**src/rtl/alu_pipe_param.sv**
```systemverilog
// Parametrised pipelined ALU: a capture FSM pairs operands that may arrive on
// separate cycles, then a two-stage datapath returns each result 2 cycles after issue.
module alu_pipe_param #(
  parameter int DW      = 8,
  parameter int CW      = 4,
  parameter int TIMEOUT = 16
) (
  input  logic            CLK,
  input  logic            RST,
  input  logic            CE,
  input  logic            MODE,
  input  logic [CW-1:0]   CMD,
  input  logic [1:0]      INP_VALID,
  input  logic [DW-1:0]   OPA,
  input  logic [DW-1:0]   OPB,
  input  logic            CIN,
  output logic [2*DW-1:0] RES,
  output logic            RES_VALID,
  output logic            COUT,
  output logic            OFLOW,
  output logic            G,
  output logic            E,
  output logic            L,
  output logic            ERR
);

  localparam int RW = 2 * DW;
  localparam int LW = $clog2(DW);
  localparam int TW = $clog2(TIMEOUT);
  localparam logic [TW-1:0] CNT_LAST = TW'(TIMEOUT - 1);

  localparam logic [CW-1:0] AR_ADD = CW'(0),  AR_SUB = CW'(1),  AR_ADDC = CW'(2), AR_SUBC = CW'(3);
  localparam logic [CW-1:0] AR_INCA = CW'(4), AR_DECA = CW'(5), AR_INCB = CW'(6), AR_DECB = CW'(7);
  localparam logic [CW-1:0] AR_CMP = CW'(8),  AR_IMUL = CW'(9), AR_SMUL = CW'(10);
  localparam logic [CW-1:0] LG_AND = CW'(0),  LG_NAND = CW'(1), LG_OR = CW'(2),   LG_NOR = CW'(3);
  localparam logic [CW-1:0] LG_XOR = CW'(4),  LG_XNOR = CW'(5), LG_NOTA = CW'(6), LG_NOTB = CW'(7);
  localparam logic [CW-1:0] LG_SHRA = CW'(8), LG_SHLA = CW'(9), LG_SHRB = CW'(10), LG_SHLB = CW'(11);
  localparam logic [CW-1:0] LG_ROL = CW'(12), LG_ROR = CW'(13);

  typedef enum logic [1:0] {IDLE, WAIT_B, WAIT_A} state_t;

  function automatic logic a_only(input logic m, input logic [CW-1:0] c);
    return m ? (c == AR_INCA || c == AR_DECA) : (c == LG_NOTA || c == LG_SHRA || c == LG_SHLA);
  endfunction

  function automatic logic b_only(input logic m, input logic [CW-1:0] c);
    return m ? (c == AR_INCB || c == AR_DECB) : (c == LG_NOTB || c == LG_SHRB || c == LG_SHLB);
  endfunction

  state_t          state_q, state_d;
  logic [TW-1:0]   cnt_q, cnt_d;
  logic            ld_a, ld_b, ld_ctl, issue, tout, eval;
  logic [DW-1:0]   a_q, b_q;
  logic [CW-1:0]   cmd_q;
  logic            mode_q, cin_q, iss_v, iss_err;

  // NOTE: every combinational output gets a default first so no path infers a latch.
  always_comb begin
    state_d = state_q;
    cnt_d   = cnt_q;
    ld_a    = 1'b0;
    ld_b    = 1'b0;
    ld_ctl  = 1'b0;
    issue   = 1'b0;
    tout    = 1'b0;
    eval    = 1'b0;
    case (state_q)
      WAIT_B: begin
        if (INP_VALID[1]) begin ld_b = 1'b1; issue = 1'b1; state_d = IDLE; end
        else if (INP_VALID[0]) eval = 1'b1;
        else if (cnt_q == CNT_LAST) begin issue = 1'b1; tout = 1'b1; state_d = IDLE; end
        else cnt_d = cnt_q + TW'(1);
      end
      WAIT_A: begin
        if (INP_VALID[0]) begin ld_a = 1'b1; issue = 1'b1; state_d = IDLE; end
        else if (INP_VALID[1]) eval = 1'b1;
        else if (cnt_q == CNT_LAST) begin issue = 1'b1; tout = 1'b1; state_d = IDLE; end
        else cnt_d = cnt_q + TW'(1);
      end
      default: eval = 1'b1;
    endcase
    // A lone operand (re)starts an issue exactly as it would from IDLE.
    if (eval) begin
      case (INP_VALID)
        2'b11: begin ld_a = 1'b1; ld_b = 1'b1; ld_ctl = 1'b1; issue = 1'b1; state_d = IDLE; end
        2'b01: begin
          ld_a = 1'b1; ld_ctl = 1'b1; cnt_d = '0;
          if (a_only(MODE, CMD)) begin issue = 1'b1; state_d = IDLE; end
          else state_d = WAIT_B;
        end
        2'b10: begin
          ld_b = 1'b1; ld_ctl = 1'b1; cnt_d = '0;
          if (b_only(MODE, CMD)) begin issue = 1'b1; state_d = IDLE; end
          else state_d = WAIT_A;
        end
        default: ;
      endcase
    end
  end

  // NOTE: data registers are reset too, so outputs are defined from the first reset edge on.
  always_ff @(posedge CLK) begin
    if (RST) begin
      state_q <= IDLE;
      cnt_q   <= '0;
      a_q     <= '0;
      b_q     <= '0;
      cmd_q   <= '0;
      mode_q  <= 1'b0;
      cin_q   <= 1'b0;
      iss_v   <= 1'b0;
      iss_err <= 1'b0;
    end else if (CE) begin
      // NOTE: non-blocking assignments let every stage sample the previous stage's old value.
      state_q <= state_d;
      cnt_q   <= cnt_d;
      if (ld_a) a_q <= OPA;
      if (ld_b) b_q <= OPB;
      if (ld_ctl) begin
        cmd_q  <= CMD;
        mode_q <= MODE;
        cin_q  <= CIN;
      end
      iss_v   <= issue;
      iss_err <= tout;
    end
  end

  logic            s1_v, s1_err, s1_mode, s1_cin;
  logic [CW-1:0]   s1_cmd;
  logic [DW-1:0]   s1_a, s1_b, s1_a_shl;
  logic [DW:0]     s1_a_inc, s1_b_inc;

  always_ff @(posedge CLK) begin
    if (RST) begin
      s1_v     <= 1'b0;
      s1_err   <= 1'b0;
      s1_mode  <= 1'b0;
      s1_cin   <= 1'b0;
      s1_cmd   <= '0;
      s1_a     <= '0;
      s1_b     <= '0;
      s1_a_shl <= '0;
      s1_a_inc <= '0;
      s1_b_inc <= '0;
    end else if (CE) begin
      s1_v     <= iss_v;
      s1_err   <= iss_err;
      s1_mode  <= mode_q;
      s1_cin   <= cin_q;
      s1_cmd   <= cmd_q;
      s1_a     <= a_q;
      s1_b     <= b_q;
      s1_a_shl <= {a_q[DW-2:0], 1'b0};
      s1_a_inc <= {1'b0, a_q} + (DW+1)'(1);
      s1_b_inc <= {1'b0, b_q} + (DW+1)'(1);
    end
  end

  logic [DW:0]   a_x, b_x, cin_x, add_x, addc_x;
  logic [DW-1:0] sub_r, subc_r, dec_a, dec_b, rol_r, ror_r;
  logic [RW-1:0] mul_i, mul_s;
  logic [LW-1:0] sh;
  logic [LW:0]   sh_c;

  assign a_x    = {1'b0, s1_a};
  assign b_x    = {1'b0, s1_b};
  assign cin_x  = (DW+1)'(s1_cin);
  assign add_x  = a_x + b_x;
  assign addc_x = a_x + b_x + cin_x;
  assign sub_r  = s1_a - s1_b;
  assign subc_r = s1_a - s1_b - DW'(s1_cin);
  assign dec_a  = s1_a - DW'(1);
  assign dec_b  = s1_b - DW'(1);
  assign mul_i  = RW'(s1_a_inc) * RW'(s1_b_inc);
  assign mul_s  = RW'(s1_a_shl) * RW'(s1_b);
  assign sh     = s1_b[LW-1:0];
  assign sh_c   = (LW+1)'(DW) - {1'b0, sh};
  assign rol_r  = (s1_a << sh) | (s1_a >> sh_c);
  assign ror_r  = (s1_a >> sh) | (s1_a << sh_c);

  logic [RW-1:0] res_d;
  logic [DW-1:0] lo_d;
  logic          cout_d, oflow_d, g_d, e_d, l_d, err_d;

  always_comb begin
    res_d = '0; lo_d = '0;
    cout_d = 1'b0; oflow_d = 1'b0; g_d = 1'b0; e_d = 1'b0; l_d = 1'b0; err_d = 1'b0;
    if (s1_v) begin
      if (s1_err) err_d = 1'b1;
      else if (s1_mode) begin
        case (s1_cmd)
          AR_ADD:  begin res_d = RW'(add_x);  cout_d = add_x[DW]; end
          AR_SUB:  begin res_d = RW'(sub_r);  oflow_d = (s1_a < s1_b); end
          AR_ADDC: begin res_d = RW'(addc_x); cout_d = addc_x[DW]; end
          AR_SUBC: begin res_d = RW'(subc_r); oflow_d = (a_x < (b_x + cin_x)); end
          AR_INCA: res_d = RW'(s1_a_inc);
          AR_DECA: res_d = RW'(dec_a);
          AR_INCB: res_d = RW'(s1_b_inc);
          AR_DECB: res_d = RW'(dec_b);
          AR_CMP:  begin g_d = (s1_a > s1_b); e_d = (s1_a == s1_b); l_d = (s1_a < s1_b); end
          AR_IMUL: res_d = mul_i;
          AR_SMUL: res_d = mul_s;
          default: err_d = 1'b1;
        endcase
      end else begin
        case (s1_cmd)
          LG_AND:  lo_d = s1_a & s1_b;
          LG_NAND: lo_d = ~(s1_a & s1_b);
          LG_OR:   lo_d = s1_a | s1_b;
          LG_NOR:  lo_d = ~(s1_a | s1_b);
          LG_XOR:  lo_d = s1_a ^ s1_b;
          LG_XNOR: lo_d = ~(s1_a ^ s1_b);
          LG_NOTA: lo_d = ~s1_a;
          LG_NOTB: lo_d = ~s1_b;
          LG_SHRA: lo_d = s1_a >> 1;
          LG_SHLA: lo_d = s1_a << 1;
          LG_SHRB: lo_d = s1_b >> 1;
          LG_SHLB: lo_d = s1_b << 1;
          LG_ROL:  begin lo_d = rol_r; err_d = |s1_b[DW-1:LW]; end
          LG_ROR:  begin lo_d = ror_r; err_d = |s1_b[DW-1:LW]; end
          default: err_d = 1'b1;
        endcase
        res_d = RW'(lo_d);
      end
    end
  end

  always_ff @(posedge CLK) begin
    if (RST) begin
      RES_VALID <= 1'b0;
      RES       <= '0;
      COUT      <= 1'b0;
      OFLOW     <= 1'b0;
      G         <= 1'b0;
      E         <= 1'b0;
      L         <= 1'b0;
      ERR       <= 1'b0;
    end else if (CE) begin
      RES_VALID <= s1_v;
      RES       <= res_d;
      COUT      <= cout_d;
      OFLOW     <= oflow_d;
      G         <= g_d;
      E         <= e_d;
      L         <= l_d;
      ERR       <= err_d;
    end
  end

endmodule

```
**config.mk**
```make
export PLATFORM = sky130hd
export DESIGN_NAME = alu_pipe_param
export DESIGN_NICKNAME = d
export VERILOG_FILES = /design/src/rtl/alu_pipe_param.sv
export SDC_FILE = /design/constraint.sdc
export NUM_CORES = 1
export LEC_CHECK = 0
export ABC_AREA = 1
export CORE_MARGIN = 8
export CORE_UTILIZATION = 42
export CTS_CLUSTER_SIZE = 25
export DETAILED_ROUTE_END_ITERATION = 7
export PLACE_DENSITY = 0.59
export SYNTH_ARGS = -nofsm -noshare
export SYNTH_HDL_FRONTEND = slang
export SYNTH_SLANG_ARGS = --single-unit
```
**constraint.sdc**
```tcl
create_clock -name CLK -period 4.6 [get_ports CLK]
set_input_delay 1.15 -clock CLK [delete_from_list [all_inputs] [get_ports CLK]]
set_output_delay 1.15 -clock CLK [all_outputs]
set_load 0.005 [all_outputs]
```
; ---- Word level (Yosys, flattened, before mapping)
; Index checks and enable logic that the tools add are counted.
[totals]
word_cells = 179
ff_bits = 102
input_bits = 27
out_inout_bits = 23
[op_classes]
n_eq_ne = 28
bitwise = 10
reduce_logical = 18
n_mul = 2
n_shift = 4
n_lt_le_gt_ge = 3
muxes = 76
add_sub_neg = 11
[ops]
columns = op, n
row1 = $pmux 16 s10, 1
row2 = $pmux 8 s14, 1
row3 = $mux 16, 3
row4 = $mux 1, 47
row5 = $eq 4x4->1 const B, 11
row6 = $not 8->8, 5
row7 = $eq 4x3->1 const B, 8
row8 = $mux 4, 7
row9 = $or 8x8->8, 3
row10 = $add 8x1->9 const B, 2
row11 = $mul 9x9->16, 1
row12 = $sub 8x1->8 const B, 2
row13 = $mul 7x8->15, 1
row14 = $mux 2, 7
row15 = $pmux 1 s2, 6
row16 = $reduce_or 12->1, 1
row17 = $reduce_or 11->1, 1
row18 = $add 8x1->9, 1
row19 = $add 8x8->9, 1
row20 = $add 9x1->9, 1
row21 = $lt 8x9->1, 1
row22 = $and 8x8->8, 1
row23 = $eq 4x2->1 const B, 2
row24 = $eq 8x8->1, 1
row25 = 24 further kinds, 37

; ---- Longest topological paths before layout
[logic_depth]
word_depth = 8
ltp_mapped = 24
mapped_depth_nobuf = 22

; ---- Worst setup path before layout
; No wires, ideal clock.
[synth_timing]
path_kind = reg2reg
start = register s1_b[1]
end = register RES[12]
setup_ns = 0.132
path_stages_with_launch = 21
synth_period_minus_slack_ns = 4.759
slack_ns = -0.159
path_buffers = 2
arrival_time_ns = 4.626
required_time_ns = 4.468
cell_sequence = dfxtp_1 clkbuf_1 clkbuf_1 nand2_1 fa_1 fa_1 inv_1 fa_1 inv_1 fa_1 inv_1 ha_1 a21oi_1 o21ai_0 a21oi_1 o21ai_0 or2_2 nand3_1 o21ai_0 nand2_1 a21oi_1
[synth_via]
elab_chain_len = 5
[synth_rtl]
columns = element, line
row1 = "start, declared", 131  ; logic [DW-1:0] s1_a, s1_b, s1_a_shl;
row2 = "start signal, assigned", 153  ; s1_b <= b_q;
row3 = $mul 7x8->15, 176  ; assign mul_s = RW'(s1_a_shl) * RW'(s1_b);
row4 = $pmux 16 s10, 192  ; case (s1_cmd)
row5 = $mux 16, 191  ; else if (s1_mode) begin
row6 = $mux 16, 190  ; if (s1_err) err_d = 1'b1;
row7 = $mux 16, 189  ; if (s1_v) begin
row8 = "end signal, assigned", 241  ; RES <= res_d;
row9 = "end, declared", 17  ; output logic [2*DW-1:0] RES,
; Every way passes these cells.
; A chain may end at the register's enable or synchronous reset.

==> impl_metrics.tcl <==
set metrics [dict create \
    worst-path-max-fanout 4 \
    timing.clock.skew_ns 0.0198 \
    multi_input_comb_area_mm2 0.00861 \
    fraction_of_final_layout_cells_with_drive_strength_greater_than_1_pct 5.57 \
    utilization_pct 47.1 \
    io-pin-count 50 \
    headroom_to_the_max_slew_limit_pct 29.1 \
    initial_utilization_pct 42.3 \
    dr_total_vias 12400 \
    critical_path.startpoint_type "register" \
    wl_per_cell_um 18.6 \
    critical-path-max-stage-delay_ns 0.55 \
    cts_tree "built" \
    cts_made_buffers 9 \
    outcome "completed" \
    viasPerCell 5.34 \
    timing_hold_violations_final 0 \
    grt_max_degree 52 \
    vdd.ir_drop.worst_mv 0.163 \
    fp.dieH_um 186 \
    detail_route.drc_violations 0 \
    clk_sinks 95 \
    crit_type "reg -> reg" \
    drtIter0Drc 1083 \
    chip_width_um 186 \
    async_flop_share_pct 0 \
    gr-total-overflow 0 \
    synth-edff-count 0 \
    p_leak_nw 7.04 \
    vias_in_the_first_global_route 11900 \
    postSynthRegisterBits 95 \
    timing.setup.tns_ns 0 \
    synthToLayoutAreaGrowth_pct 11.3 \
    cellPowerDensity_mw_per_mm2 193 \
    crit_path_top_delay_cell "fa_1" \
    htree_num_levels 3 \
    leading_cell_types_by_total_area_after_synthesis "nand2_1 (16%), dfxtp_1 (16%), fa_1 (13%)" \
    gp_congestion 0.981 \
    synthDominantAreaCellType "nand2_1" \
    synth_fp_nets 2122 \
    grt_antenna_before_repair 0 \
    area_taken_by_flip_flops_and_latches_mm2 0.00193 \
    clock_latency_ns 0.37 \
    wire_length_of_the_first_global_routing_pass_mm 67.4 \
    finalSetupViolCount 0 \
    setup_repair_after_global_routing_missed_its_margin "no" \
    critical_path.endpoint_type "register" \
    crit_arrival_ns 4.55 \
    floorplan.rows 62 \
    yosys_warnings 0 \
    gr-usage-all-layers_pct 25.3 \
    postSynthCellCount 1902 \
    insertedDiodeCount 0 \
    timing.final.max_slew_violations 0 \
    post-synth-top-area-fraction_pct 16.0 \
    synth-main-ff-cell "dfxtp_1" \
    max-clock-path-buffers 2 \
    path_clk_slew_ns 0.07 \
    core-area_mm2 0.0285 \
    totalWireLength_mm 43.2 \
    postRouteAntennaNets 0 \
    max_slew.worst_pin.slew_ns 1.06 \
    yosys-top-cells-count "nand2_1 (514), inv_1 (332), o21ai_0 (142)" \
    synth.distinct_cells 47 \
    required_ns 4.81 \
    number_of_iterations_in_the_first_detailed_routing_pass 6 \
    worst_hold_check_path_type "reg -> reg" \
    port_buffers 49 \
    reg2reg_slack_ns 0.25 \
    max_freq_mhz 230 \
    design.final.nets 2153 \
    post-cts-setup-buffer-count 0 \
    synthMostInstantiatedCell "nand2_1" \
    netlist_area_mm2 0.0121 \
    synthesis.area_per_instance_um2 6.36 \
    finalCriticalPeriod_ns 4.35 \
    final_layout_fill_cell_count 3100 \
    critical_path_cell_by_cell "ha_1 > fa_1 > inv_1 > fa_1 > inv_1 > fa_1 > inv_1 > fa_1 > inv_1 > ha_4 > a21oi_2 > o21ai_0 > a21oi_2 > o21ai_0 > or2_2 > nand3_1 > o21ai_0 > nand2_1 > a21oi_1" \
    die_area_mm2 0.0345 \
    max_cap_viol_count 0 \
    place_hpwl_mm 34.8 \
    post-route-period-util_pct 94.5 \
    cts-root-buf "clkbuf_16" \
    synth_seq_area_share_pct 15.7 \
]
layout by cell type, fill, tap and decap left out, types with 3 or more instances in the layout:
cell type,Yosys,final
nand2_1,514,514
inv_1,332,332
o21ai_0,142,139
nor2_1,135,135
a21oi_1,125,121
ha_1,113,111
nand3_1,91,91
dfxtp_1,95,81
fa_1,80,80
buf_4,3,49
clkdlybuf4s50_1,0,48
nand4_1,31,31
o22ai_1,24,24
nor3_1,21,21
xor2_1,21,21
o211ai_1,11,11
dfxtp_2,0,10
a211oi_1,9,9
clkbuf_16,0,9
o21ai_1,4,7
inv_2,6,6
nand2_2,6,6
xnor2_1,6,6
o2111ai_1,6,6
o21a_1,4,4
a31oi_1,4,4
a21oi_2,0,4
a21o_1,4,4
or2_2,4,4
o221ai_1,4,4
dfxtp_4,0,4
clkinv_1,3,3
o21bai_1,3,3
nand3b_1,3,3
a22o_1,3,3
a22oi_1,3,3
o31ai_1,3,3
inv_6,0,3
metrics by stage:
step / cells / instance area, um2 / power, mW / worst slack [ns] / hold slack, ns
2_1_floorplan: 1902 / 12100 / 1.49 / 0.000961 / 0.442
3_3_place_gp: 2306 / 13100 / 1.80 / 0.169 / 0.451
3_5_place_dp: 2306 / 13100 / 1.80 / 0.108 / 0.454
4_1_cts: 2322 / 13400 / 2.59 / 0.114 / 0.468
5_1_grt: 2322 / 13500 / 2.74 / 0.0101 / 0.482
6_report: 2322 / 13500 / 2.59 / 0.253 / 0.465
registers in the layout, indices dropped and copies added (netlist names), 2 cells and up:
| name | cells |
|---|---|
| s1_a | 8 |
| s1_cmd | 4 |
| state_q | 2 |
| a_q | 8 |
| cnt_q | 4 |
| RES | 16 |
| s1_b_inc | 9 |
| b_q | 8 |
| s1_b | 8 |
| cmd_q | 4 |
| s1_a_inc | 9 |
power by group:
group	internal, mW	switching, mW
Combinational	0.282	0.604
Clock	0.388	0.403
Sequential	0.863	0.0521
logic make-up after synthesis:
logic type,synth area share (%)
xor+xnor,1.96
mux,0.0828
buf+inv,13.4
flops,15.7
fa+ha+maj,24.9
simple gates,27.7
compound gates,16.2
routing by layer:
metal	vias up	routed length (um)	GRT usage, %
met5	-	0	0
met4	0	1460	8.26
met3	73	2770	3.49
met2	446	19000	40.7
met1	5752	20000	34.7
li1	6122	-	-
worst paths after layout:
path	startpoint	end	depth (start not counted)
hold / removal	RES[14]	RES[14]	2
hold reg to reg	RES[14]	RES[14]	2
setup / recovery	s1_a[3]	RES[12]	19
setup reg to reg	s1_a[3]	RES[12]	19
critical path: cells and delay by family (launching register included):
| kind | cells | cell delay, ns |
|---|---|---|
| adder cells (fa/ha/maj) | 6 | 2.58 |
| AO/OA/AOI/OAI | 6 | 0.68 |
| buffers and inverters | 4 | 0.22 |
| AND/OR/NAND/NOR | 3 | 0.41 |
| flip-flops | 1 | 0.32 |
cell type report:
cell class                      count  share of cell area (%)
Clock inverter                      7                   0.586
Inverter                          341                    9.51
Timing Repair Buffer               98                    6.34
Clock buffer                        9                    1.67
Tap cell                          384                    3.57
Sequential cell                    95                    14.3
Multi-Input combinational cell   1388                    64.0
timing repair:
action | CTS | global route
hold buffers | 0 | 0
resized for setup | 0 | 27
endpoints found under the setup margin | 0 | 5
Power figures use the tool's default switching activity.
